===== src/rtl/cp0_exc_ctrl.sv =====
// CP0 register file and exception/interrupt sequencer for the M stage.
// Holds SR/Cause/EPC/PRId and issues a one-cycle flush with a redirect PC.
// Ports: clk, reset (sync, active-high); M-stage info valid_m/pc_m/bd_m/
//   exc_code_m/eret_m; hwint; mtc0/mfc0 cp0_we/cp0_addr/cp0_din;
//   outputs cp0_dout, epc_out, flush, redirect_pc, exl.
// Optional CP0_COUNT_EN adds Count(9)/Compare(11) and a timer on hwint[5].
module cp0_exc_ctrl #(
  parameter logic [31:0] HANDLER_ADDR = 32'h00004180,
  parameter logic [31:0] PRID_VAL     = 32'h20180103
) (
  input  logic        clk,
  input  logic        reset,
  input  logic        valid_m,
  input  logic [31:0] pc_m,
  input  logic        bd_m,
  input  logic [4:0]  exc_code_m,
  input  logic [5:0]  hwint,
  input  logic        cp0_we,
  input  logic [4:0]  cp0_addr,
  input  logic [31:0] cp0_din,
  input  logic        eret_m,
  output logic [31:0] cp0_dout,
  output logic [31:0] epc_out,
  output logic        flush,
  output logic [31:0] redirect_pc,
  output logic        exl
);

  typedef enum logic {RUN, FLUSH} state_t;

  state_t      state_q, state_d;
  logic [5:0]  im_q, im_d;
  logic        exl_q, exl_d;
  logic        ie_q, ie_d;
  logic        bd_q, bd_d;
  logic [5:0]  ip_q, ip_d;
  logic [4:0]  exc_q, exc_d;
  logic [31:0] epc_q, epc_d;
  logic        flush_q, flush_d;
  logic [31:0] redir_q, redir_d;

  logic [5:0]  hw_eff;
  logic        int_req;
  logic        exc_req;
  logic        take_int;
  logic        take_exc;
  logic        take_eret;
  logic        take_wr;

`ifdef CP0_COUNT_EN
  logic [31:0] count_q, count_d;
  logic [31:0] cmp_q, cmp_d;
  logic        tpend_q, tpend_d;

  // Timer pending is merged before both IP sampling and IM masking.
  assign hw_eff = {hwint[5] | tpend_q, hwint[4:0]};
`else
  assign hw_eff = hwint;
`endif

  assign int_req = (|(hw_eff & im_q)) & ie_q & ~exl_q;
  assign exc_req = valid_m & (exc_code_m != 5'd0);

  // Priority resolution only applies in RUN; FLUSH ignores the M stage.
  assign take_int  = (state_q == RUN) & int_req;
  assign take_exc  = (state_q == RUN) & ~int_req & exc_req;
  assign take_eret = (state_q == RUN) & ~int_req & ~exc_req
                   & valid_m & eret_m;
  assign take_wr   = (state_q == RUN) & ~int_req & ~exc_req
                   & ~(valid_m & eret_m) & valid_m & cp0_we;

  always_comb begin
    state_d = state_q;
    im_d    = im_q;
    exl_d   = exl_q;
    ie_d    = ie_q;
    bd_d    = bd_q;
    ip_d    = hw_eff;
    exc_d   = exc_q;
    epc_d   = epc_q;
    flush_d = 1'b0;
    redir_d = redir_q;
    unique case (state_q)
      RUN: begin
        if (take_int | take_exc) begin
          exc_d = take_int ? 5'd0 : exc_code_m;
          // A nested entry keeps the original return point.
          if (!exl_q) begin
            epc_d = bd_m ? (pc_m - 32'd4) : pc_m;
            bd_d  = bd_m;
          end
          exl_d   = 1'b1;
          redir_d = HANDLER_ADDR;
          flush_d = 1'b1;
          state_d = FLUSH;
        end else if (take_eret) begin
          exl_d   = 1'b0;
          redir_d = epc_q;
          flush_d = 1'b1;
          state_d = FLUSH;
        end else if (take_wr) begin
          if (cp0_addr == 5'd12) begin
            im_d  = cp0_din[15:10];
            exl_d = cp0_din[1];
            ie_d  = cp0_din[0];
          end
          if (cp0_addr == 5'd14) begin
            epc_d = {cp0_din[31:2], 2'b00};
          end
        end
      end
      FLUSH: state_d = RUN;
      default: state_d = RUN;
    endcase
  end

`ifdef CP0_COUNT_EN
  always_comb begin
    count_d = count_q + 32'd1;
    cmp_d   = cmp_q;
    tpend_d = tpend_q | (count_q == cmp_q);
    if (take_wr && cp0_addr == 5'd9) begin
      count_d = cp0_din;
    end
    if (take_wr && cp0_addr == 5'd11) begin
      cmp_d   = cp0_din;
      tpend_d = 1'b0;
    end
  end

  always_ff @(posedge clk) begin
    if (reset) begin
      count_q <= 32'd0;
      cmp_q   <= 32'd0;
      tpend_q <= 1'b0;
    end else begin
      count_q <= count_d;
      cmp_q   <= cmp_d;
      tpend_q <= tpend_d;
    end
  end
`endif

  always_ff @(posedge clk) begin
    if (reset) begin
      state_q <= RUN;
      im_q    <= 6'h3f;
      exl_q   <= 1'b0;
      ie_q    <= 1'b1;
      bd_q    <= 1'b0;
      ip_q    <= 6'd0;
      exc_q   <= 5'd0;
      epc_q   <= 32'd0;
      flush_q <= 1'b0;
      redir_q <= 32'd0;
    end else begin
      state_q <= state_d;
      im_q    <= im_d;
      exl_q   <= exl_d;
      ie_q    <= ie_d;
      bd_q    <= bd_d;
      ip_q    <= ip_d;
      exc_q   <= exc_d;
      epc_q   <= epc_d;
      flush_q <= flush_d;
      redir_q <= redir_d;
    end
  end

  // Plain register read; no forwarding of a same-cycle mtc0.
  always_comb begin
    cp0_dout = 32'd0;
    unique case (cp0_addr)
      5'd12: cp0_dout = {16'd0, im_q, 8'd0, exl_q, ie_q};
      5'd13: cp0_dout = {bd_q, 15'd0, ip_q, 3'd0, exc_q, 2'd0};
      5'd14: cp0_dout = epc_q;
      5'd15: cp0_dout = PRID_VAL;
`ifdef CP0_COUNT_EN
      5'd9:  cp0_dout = count_q;
      5'd11: cp0_dout = cmp_q;
`endif
      default: cp0_dout = 32'd0;
    endcase
  end

  assign epc_out     = epc_q;
  assign flush       = flush_q;
  assign redirect_pc = redir_q;
  assign exl         = exl_q;

endmodule


===== config.mk =====
export PLATFORM = sky130hd
export DESIGN_NAME = cp0_exc_ctrl
export DESIGN_NICKNAME = d
export VERILOG_FILES = /design/src/rtl/cp0_exc_ctrl.sv
export SDC_FILE = /design/constraint.sdc
export NUM_CORES = 1
export LEC_CHECK = 0
export CORE_MARGIN = 2
export CORE_UTILIZATION = 44
export DETAILED_ROUTE_END_ITERATION = 8
export MAX_ROUTING_LAYER = met4
export PLACE_DENSITY = 0.79
export SLEW_MARGIN = 20
export SYNTH_ARGS = -nofsm -noshare
export SYNTH_HDL_FRONTEND = slang
export SYNTH_SLANG_ARGS = --single-unit

===== constraint.sdc =====
create_clock -name clk -period 2.8 [get_ports clk]
set_input_delay 0.42 -clock clk [delete_from_list [all_inputs] [get_ports clk]]
set_output_delay 0.42 -clock clk [all_outputs]
set_load 0.01 [all_outputs]

Word-level counts from Yosys, hierarchy flattened
Cells that the tools add are included.
W data, S select, Z words.
{"block": "totals", "reg_bits": 86, "latchBits": 0, "ramBits": 0, "romBits": 0, "inputBits": 86, "out_inout_bits": 98, "elab_cells": 70, "memories": 0}
{"block": "op_classes", "addsub": 1, "mul": 0, "n_div": 0, "order_cmp": 0, "eq_ne": 6, "shift": 0, "muxes": 17, "n_bitwise": 22, "reduce_logical": 14}
{"op": "$mux W32", "n": 8}
{"op": "$pmux W32 S4", "n": 1}
{"op": "$sub A32 B3 Y32 const B", "n": 1}
{"op": "$eq A5 B4 Y1 const B", "n": 4}
{"op": "$and A1 B1 Y1", "n": 13}
{"op": "$reduce_and A5 Y1", "n": 2}
{"op": "$not A1 Y1", "n": 7}
{"op": "$and A6 B6 Y6", "n": 1}
{"op": "$mux W1", "n": 6}
{"op": "$reduce_and A3 Y1", "n": 2}
{"op": "$reduce_bool A2 Y1", "n": 3}
{"op": "$reduce_bool A3 Y1", "n": 2}
{"op": "$reduce_or A6 Y1", "n": 1}
{"op": "$mux W5", "n": 1}
{"op": "$reduce_bool A5 Y1", "n": 1}
{"op": "$reduce_and A2 Y1", "n": 2}
{"op": "$ne A2 B1 Y1 const B", "n": 1}
{"op": "$ne A2 B2 Y1 const B", "n": 1}
{"op": "$pmux W1 S2", "n": 1}
{"op": "$reduce_or A2 Y1", "n": 1}
{"op": "$or A1 B1 Y1", "n": 1}

Depth between registers and ports, before layout
{"block": "logic_depth", "ltp_word": 13, "ltp_mapped": 8, "ltp_nobuf": 7}

Least setup slack after synthesis
OpenSTA, ideal clock, no wires.
{"block": "synth_path", "kind": "input port to output port", "start": "input cp0_addr[4]", "end": "output cp0_dout[2]", "arrival_ns": 1.683, "required_time_ns": 2.380, "path_slack_ns": 0.697, "stages": 5, "n_path_buf": 2, "cell_sequence": "and4bb_2 -> clkbuf_1 -> and2_1 -> clkbuf_1 -> a22o_1"}
{"block": "synth_via", "elab_chain_len": 2, "elab_cells_between_ends": 5}
{"item": "start: declaration", "line_no": "19", "source": "input logic [4:0] cp0_addr,"}
{"item": "$eq A5 B4 Y1", "line_no": "173", "source": "unique case (cp0_addr)"}
{"item": "$pmux W32 S4 *", "line_no": "173"}
{"item": "end: declaration", "line_no": "22", "source": "output logic [31:0] cp0_dout,"}
Every way passes the cells marked *; elsewhere a longest branch is shown, timed or not.

Worst setup path after layout
{"block": "layout_path", "start": "input cp0_addr[0]", "end": "output cp0_dout[14]"}
Same word-level chain as after synthesis.

==> results.ini <==
[run_status]
status = finished, final reports clean

[final_layout]
fin_util = 0.6655
fin_nets = 797
area_growth_pct = 49.19
drive_above_1_share = 0.1021
fillers = 852
ff_latch_area_um2 = 1702
multi_input_area_um2 = 2609
diodes = 0

[worst_setup_path]
crit_top_cell = clkdlybuf4s50_1
r2r_cells = 6
path_buf_inv = 3
critPathSlowestCell = clkdlybuf4s50_1
crit_type = in2out
cp.depth = 6
endpoint_kind = output port
crit_family = buffers and inverters
crit_chain = clkdlybuf4s50_1 -> and4bb_2 -> buf_4 -> a22oi_1 -> o21ai_0 -> clkdlybuf4s50_1
cp_max_fo = 8
arrival_ps = 2280
worst_setup_path_start_kind = input pin
crit_required_ps = 2380
cp_slowest_stage_delay_ps = 580

[yosys]
synthArstFlopShare = 0
synth.avg_cell_area_um2 = 8.572
synth_cell_types = 62
ys_ff_latch = 85
syn_area_um2 = 4543
seq_area_frac_synth = 0.3746
synth_nets = 617
synth_enable_flop_cells = 0
netlist_instances = 530
ys.flop_type = dfxtp_1
synth_warnings = 0

[clock_tree]
numCtsBuffers = 9
ctsHoldBuffers = 0
cts.sinks = 85
post-cts-setup-buffers = 0
htree_levels = 3
cts_tree = done
clockRootBuffer = clkbuf_8
insertion_delay_ps = 360
clk_pin_slew_ps = 90
clock_path_buffers = 2

[floorplan]
rows = 37
dieHeight_um = 105.6
io_pins = 184
die_area_um2 = 11150
start_util = 0.4461
coreArea_um2 = 10180
die_x_um = 105.6

[timing]
drv_slew = 0
fin_worst_skew_ps = 12.06
fmax_mhz = 370.1
tns_ps = 0
setup_violations = 0
fin_crit_sh = 0.9649
final-hold-violation-count = 0
timing.final.ws_setup_ps = 98.37
rsz0062_at_grt = false
worst_pin_slew_ps = 528.7
slew-limit-headroom = 0.6470
period_needed_ps = 2702

[power_and_ir_drop]
vdd_ir_drop_max_v = 0.0002680
p_leak_nw = 2.414
pwr_density_cell_nw_per_um2 = 461.3

[global_route]
grt_pass1_vias = 4697
grt_pass1_wl_mm = 24.92
grt_max_degree = 39
antenna_found_initial = 0
overflow = 0
grt_util_all_layers = 0.2917

[placed_design]
io_buffer_count = 183
gp_congestion = 0.9378
dp_hpwl_mm = 12.26
place_ws_ps = 5.677

[job]
max_cap_violations = 0

[drt]
drc_errors = 0
via_per_inst = 5.833
finalWirelength_mm = 16.13
wire_per_inst_um = 18.96
first_iter_violations = 449
num_vias = 4964
ant_nets = 0
firstDrtPassIters = 5

[hold_path]
min_path_cells = 2
timing.hold.worst.class = reg2reg

[cell usage after synthesis (all sizes together), types with 3 or more instances]
| cell type | number | area [µm²] |
|---|---|---|
| o21ai | 9 | 45.04 |
| nand3 | 20 | 100.1 |
| o311ai | 14 | 175.2 |
| o211ai | 3 | 27.52 |
| inv | 5 | 18.76 |
| buf | 22 | 142.6 |
| nor2b | 14 | 87.58 |
| xnor2 | 23 | 201.4 |
| nor4 | 15 | 100.1 |
| clkbuf | 19 | 71.32 |
| nand2 | 72 | 272.8 |
| a22o | 11 | 96.34 |
| nor3 | 9 | 55.05 |
| nor3b | 3 | 27.52 |
| a31oi | 5 | 46.29 |
| and3 | 15 | 93.84 |
| o32ai | 14 | 190.2 |
| a22oi | 30 | 225.2 |
| o31ai | 5 | 37.54 |
| a21oi | 17 | 85.08 |
| mux2i | 9 | 90.09 |
| nand2b | 4 | 32.53 |
| dfxtp | 85 | 1702 |
| nand4 | 20 | 131.4 |
| or3 | 3 | 18.77 |
| nor2 | 57 | 214.0 |
[metrics by stage]
step | instance area, µm² | hold WS (ps) | std cells | power, W
2_1_floorplan | 4543 | 461.3 | 530 | 0.001850
3_3_place_gp | 6609 | 443.6 | 835 | 0.002334
3_5_place_dp | 6609 | 445.3 | 835 | 0.002354
4_1_cts | 6778 | 457.3 | 851 | 0.003114
5_1_grt | 6778 | 483.7 | 851 | 0.003243
6_report | 6778 | 458.9 | 851 | 0.003126
[kinds of logic after synthesis]
kind of cell             Yosys count  synth area share
multiplexers                       9           0.01983
buffers and inverters             46           0.05122
flip-flops                        85            0.3746
AND/OR/NAND/NOR                  249            0.2861
XOR/XNOR                          25           0.04820
AO/OA/AOI/OAI                    115            0.2173
adder cells (fa/ha/maj)            1          0.002754
[sequential cells by signal, indices dropped and copies added, names as in the netlist]
register / flops
exl: 1
redirect_pc: 32
exc_q: 5
ie_q: 1
im_q: 6
epc_out: 32
state_q: 1
ip_q: 6
bd_q: 1
[area by class of cell]
type                    instances  area share
clock buffers                  12     0.02141
multi-input cells             399      0.3849
flip-flops and latches         85      0.2511
clock inverters                 4    0.003507
well taps                     136     0.02511
repair buffers                210      0.3112
inverters                       5    0.002769
[path summary, 6_finish.rpt]
check / slack (ps) / startpoint / endpoint
worst max-delay path: 100 / cp0_addr[0] / cp0_dout[14]
worst min-delay path: 460 / redirect_pc[18]$_SDFFE_PP0P_ / redirect_pc[18]$_SDFFE_PP0P_
worst max register to register: 670 / im_q[0]$_SDFFE_PP1P_ / redirect_pc[22]$_SDFFE_PP0P_
worst min register to register: 460 / redirect_pc[18]$_SDFFE_PP0P_ / redirect_pc[18]$_SDFFE_PP0P_
[layer usage]
layer  routed length (µm)  vias up  track usage
met5                    0        -            -
met4                  431        0       0.1212
met3                 1163       31      0.03896
met2                 7738      257       0.4641
met1                 6798     2360       0.3749
li1                     -     2316            -
[timing repair]
action,in CTS,in global routing
gates resized for setup,0,1
endpoints found under the setup margin,0,1
endpoints found under the hold margin,0,0
[where the power goes]
group	total, W	switching, W	internal (W)
logic	0.000899	0.000435	0.000464
registers	0.00144	0.000138	0.00130
clock network	0.000787	0.000443	0.000345
[cell usage in the layout (no fill, tap or decap), types with 4 or more instances in the layout]
cell,instances
a21oi_1,17
a22o_1,11
a22oi_1,30
a31oi_1,4
and3_1,15
buf_12,6
buf_4,21
clkbuf_8,10
clkdlybuf4s50_1,183
dfxtp_1,85
inv_1,4
mux2i_1,9
nand2_1,71
nand3_1,20
nand4_1,19
nor2_1,57
nor2b_1,14
nor3_1,7
nor4_1,14
o21ai_0,8
o311ai_1,5
o311ai_2,7
o31ai_1,5
o32ai_1,5
o32ai_2,9
xnor2_1,23
[tightest hold or removal path: stages, from the launching register on]
cell     delay [ps]
dfxtp_1         320
nand2_1          50
a21oi_1          50
Note: power is estimated with default switching activity, not from simulation.
